===== config.mk =====
export PLATFORM = sky130hd
export DESIGN_NAME = instruction_fetch_stage
export DESIGN_NICKNAME = d
export VERILOG_FILES = /design/src/rtl/instruction_fetch_stage.sv
export SDC_FILE = /design/constraint.sdc
export NUM_CORES = 1
export LEC_CHECK = 0
export ABC_AREA = 1
export BUFFER_PORTS_ARGS = -buffer_cell sky130_fd_sc_hd__buf_2
export CAP_MARGIN = 10
export CORE_UTILIZATION = 45
export CTS_BUF_LIST = sky130_fd_sc_hd__clkbuf_8 sky130_fd_sc_hd__clkbuf_16
export DETAILED_ROUTE_END_ITERATION = 8
export GPL_ROUTABILITY_DRIVEN = 0
export GPL_TIMING_DRIVEN = 0
export HOLD_SLACK_MARGIN = 0.05
export PLACE_DENSITY = 0.7
export RECOVER_POWER = 100
export SETUP_SLACK_MARGIN = 0.2
export SLEW_MARGIN = 20
export SYNTH_ARGS = -nofsm -noshare
export SYNTH_HDL_FRONTEND = slang
export SYNTH_SLANG_ARGS = --single-unit

===== constraint.sdc =====
create_clock -name i_clock -period 3.19 [get_ports i_clock]
set_input_delay 0.319 -clock i_clock [delete_from_list [all_inputs] [get_ports i_clock]]
set_output_delay 0.319 -clock i_clock [all_outputs]
set_load 0.1 [all_outputs]

===== src/rtl/instruction_fetch_stage.sv =====
// instruction_fetch_stage: PC generation with i-cache handshake, branch redirect, decode stall and IF/ID register
module instruction_fetch_stage #(
  parameter logic [31:0] RESET_PC = 32'h0000_0000,
  parameter logic [31:0] BOOT_PC  = 32'hFFFF_FFFC
) (
  input  logic        i_clock,
  input  logic        i_reset,
  output logic [31:0] o_pc,
  input  logic        i_icache_busywait,
  input  logic [31:0] i_icache_instr,
  input  logic        i_stall,
  input  logic        i_branch_taken,
  input  logic [31:0] i_branch_target,
  output logic [31:0] o_ifid_pc,
  output logic [31:0] o_ifid_pc4,
  output logic [31:0] o_ifid_instr,
  output logic        o_ifid_valid
);
  typedef enum logic [1:0] {BOOT, FETCH, PENDING} state_t;
  state_t      r_state;
  logic [31:0] r_pc;
  logic [31:0] r_pending;
  logic [31:0] r_ifid_pc;
  logic [31:0] r_ifid_pc4;
  logic [31:0] r_ifid_instr;
  logic        r_ifid_valid;
  logic [31:0] w_target;
  logic [31:0] w_next_pending;
  assign w_target       = {i_branch_target[31:2], 2'b00};
  assign w_next_pending = i_branch_taken ? w_target : r_pending;
  assign o_pc           = r_pc;
  assign o_ifid_pc      = r_ifid_pc;
  assign o_ifid_pc4     = r_ifid_pc4;
  assign o_ifid_instr   = r_ifid_instr;
  assign o_ifid_valid   = r_ifid_valid;
  always_ff @(posedge i_clock) begin
    if (i_reset) begin
      r_state      <= BOOT;
      r_pc         <= BOOT_PC;
      r_pending    <= '0;
      r_ifid_pc    <= '0;
      r_ifid_pc4   <= '0;
      r_ifid_instr <= '0;
      r_ifid_valid <= 1'b0;
    end else begin
      case (r_state)
        BOOT: begin
          r_pc    <= RESET_PC;
          r_state <= FETCH;
        end
        FETCH: begin
          if (i_branch_taken) begin
            r_ifid_valid <= 1'b0;
            if (i_icache_busywait) begin
              r_pending <= w_target;
              r_state   <= PENDING;
            end else begin
              r_pc <= w_target;
            end
          end else if (!i_stall) begin
            if (i_icache_busywait) begin
              r_ifid_valid <= 1'b0;
            end else begin
              r_ifid_pc    <= r_pc;
              r_ifid_pc4   <= r_pc + 32'd4;
              r_ifid_instr <= i_icache_instr;
              r_ifid_valid <= 1'b1;
              r_pc         <= r_pc + 32'd4;
            end
          end
        end
        PENDING: begin
          // the refill's instruction belongs to the wrong path, so it is dropped
          r_ifid_valid <= 1'b0;
          r_pending    <= w_next_pending;
          if (!i_icache_busywait) begin
            r_pc    <= w_next_pending;
            r_state <= FETCH;
          end
        end
        default: r_state <= BOOT;
      endcase
    end
  end
endmodule


==> out/metrics.yaml <==
clocking:
  postCtsSetupBuffers: 0
  clock_sinks: 161
  clockBufferDepth: 2
  cts_buffers: 17
  path_clk_slew_ns: 0.07
  cts_root_buf: "clkbuf_16"
  h-tree-depth: 4
  clock_latency_ns: 0.43
  ctsHoldBuffers: 0
  post_cts_resized: 0
  cts_tree: "done"
power_and_ir_drop:
  leakagePower_uw: 0.004061
  power-per-cell-area_nw_per_um2: 901.5
  totalPowerFinal_uw: 8169
  irDropWorstVdd_v: 0.0004983
sta:
  setup_tns_ns: 0
  relSlewSlack: 0.1582
  fmax_ghz: 0.3717
  layout_min_cycle_time_ns: 2.691
  slew_viol_final: 0
  grt_setup_unrepaired: "false"
  setup_viol: 0
  fin_worst_skew_ns: 0.01176
  hold_violations: 0
  timing.final.crit_share: 0.8435
  worst-slew-pin-transition_ns: 1.268
drt:
  first_pass_iters: 6
  wirelength_microns: 23540
  dr.first_iter.drc_count: 518
  viasPerCell: 5.195
  wire_per_inst_microns: 15.30
  vias: 7990
  drcViolationCount: 0
  ant_nets: 0
setup_path:
  slowest_delay_ns: 0.46
  start_kind: "register"
  reg2reg_to: "o_ifid_pc4[4]$_SDFFE_PP0P_"
  arrival_ns: 3.06
  required_ns: 3.56
  reg2reg_depth: 11
  cp_slowest_cell: "nor3_4"
  crit_fanout: 10
  r2r_start: "r_state[1]$_SDFFE_PP0P_"
  crit_type: "reg -> reg"
  critPathMostFrequentCell: "inv_1"
  reg2reg_slack_ns: 0.50
  path_cells: "inv_1 > ha_1 > inv_1 > nor2_4 > inv_2 > nor3_4 > inv_1 > clkbuf_1 > nor3_1 > a21oi_1 > nor2_1"
  setup.worst_path.end_class: "register"
synthesis:
  synth_edf_count: 0
  synth_area_sq_um: 7392
  synth_cells: 1098
  synth_top_area_share: 0.4360
  syn-mean-instance-area_sq_um: 6.732
  yosys-top-cells-area: "dfxtp_1, nand2_1, a21oi_1"
  synth.distinct_cells: 24
  synth.net_count: 1172
  yosysWarnings: 0
  ys_seq_area_frac: 0.4360
  synth_flop_cell: "dfxtp_1"
  ys_ff_latch: 161
  yosysTopAreaCell: "dfxtp_1"
  ys_async_sr_fraction: 0
placed_design:
  dpl.hpwl_microns: 17810
  io_buffers: 192
  placed_cells: 1506
min_path:
  min_path_cells: 3
  min_from: "i_icache_instr[21]"
  hp-class: "in -> reg"
  holdPathEnd: "o_ifid_instr[21]$_SDFFE_PP0P_"
grt:
  overflow: 0
  antenna_found_initial: 0
  grt_pass1_wl_microns: 34730
  grt_max_degree: 17
  grt_pass1_vias: 6624
  grtUsageTotal: 0.2708
die:
  dieArea_sq_um: 16940
  die_w_microns: 130.2
  boundaryPins: 198
  initial_core_util: 0.4637
  core-area_sq_um: 15940
  core.rowCount: 46
  dieHeight_microns: 130.2
final_layout:
  mostFrequentLayoutCell: "nand2_1"
  drive_gt1_frac: 0.08169
  antenna_cells: 0
  area.growth.synth_to_final_pct: 22.58
  nets: 1383
  layout_common_cells: "nand2_1, clkbuf_1, nor2_1"
  fin_util: 0.5684
  fin_cells: 1538
  nFillCells: 1621
status:
  status: "completed"
job:
  max_cap_viol_count: 0
## how the worst max path moves through the flow
stage | start | to | slack [ns] | cells after the start
floorplan | o_pc[2]$_SDFFE_PP1P_ | o_ifid_pc4[26]$_SDFFE_PP0P_ | 0.74 | 10
global placement | r_state[1]$_SDFFE_PP0P_ | o_ifid_pc[22]$_SDFFE_PP0P_ | 0.73 | 10
detailed placement | r_state[1]$_SDFFE_PP0P_ | o_ifid_pc[22]$_SDFFE_PP0P_ | 0.73 | 10
CTS | r_state[1]$_SDFFE_PP0P_ | o_ifid_pc[22]$_SDFFE_PP0P_ | 0.70 | 10
global route | r_state[1]$_SDFFE_PP0P_ | o_ifid_pc4[4]$_SDFFE_PP0P_ | 0.25 | 11
finish | r_state[1]$_SDFFE_PP0P_ | o_ifid_pc4[4]$_SDFFE_PP0P_ | 0.50 | 11
## report_power, final
group,total [uW],internal [uW],switching [uW]
sequential,2670,2310,355
combinational,3420,587,2830
clock,2080,1210,875
total,8170,4110,4060
## area by class of cell
class,count,area (sq um),area share
Sequential cell,161,3223,0.3557
Clock inverter,13,151.4,0.01671
Tap cell,216,270.3,0.02983
Timing Repair Buffer,192,799.5,0.08824
Clock buffer,19,452.9,0.04999
Buffer,74,294.0,0.03245
Inverter,61,229.0,0.02527
Multi-Input combinational cell,802,3641,0.4018
## metrics by stage
| stage | cell area, sq um | hold WS [ns] | worst slack [ns] |
|---|---|---|---|
| detailed placement | 8623 | 0.4548 | 0.7335 |
| floorplan | 7392 | 0.4417 | 0.7422 |
| CTS | 9228 | 0.09143 | 0.7044 |
| global placement | 8623 | 0.4501 | 0.7347 |
| finish | 9061 | 0.1043 | 0.4994 |
| global route | 9061 | 0.1041 | 0.2505 |
## cells in the mapped netlist (2+ instances only)
master,instances
o21ai_0,119
inv_2,6
o211ai_1,7
buf_1,8
nand3_1,20
buf_2,8
o21ai_1,13
a31oi_1,27
a21oi_1,144
dfxtp_1,161
clkbuf_1,55
nor3_1,3
nor2_1,183
inv_1,55
nand3b_1,4
xor2_1,14
ha_1,5
nand2_1,257
a21o_1,2
buf_4,3
## kinds of logic (layout without fill, tap and decap cells)
group,count (synthesis),count (layout),synth area share
adders and majority gates,5,5,0.008463
AOI/OAI and AO/OA,314,314,0.2207
buffers and inverters,135,359,0.07143
xor gates and xnor gates,14,14,0.01659
and+or+nand+nor,469,469,0.2468
DFF,161,161,0.4360
## worst max-delay path, delay by kind of cell, from the launching register on
kind / cells / cell delay [ns]
DFF: 1 / 0.34
adders and majority gates: 1 / 0.25
AOI/OAI and AO/OA: 1 / 0.07
and+or+nand+nor: 4 / 1.00
buffers and inverters: 5 / 0.96
## sequential cells by signal, summed over array words and instances, names as in the netlist
register / flops
r_state: 2
r_pending: 32
o_pc: 32
o_ifid_pc: 32
o_ifid_valid: 1
o_ifid_pc4: 30
o_ifid_instr: 32
## routing by layer
layer | vias up | routed length (microns) | track usage
met5 | - | 0 | 0
met1 | 3641 | 10720 | 0.3747
li1 | 4018 | - | -
met4 | 0 | 307 | 0.07934
met2 | 307 | 10700 | 0.4309
met3 | 24 | 1806 | 0.04592
No activity file was read; power rests on OpenSTA's default activity.
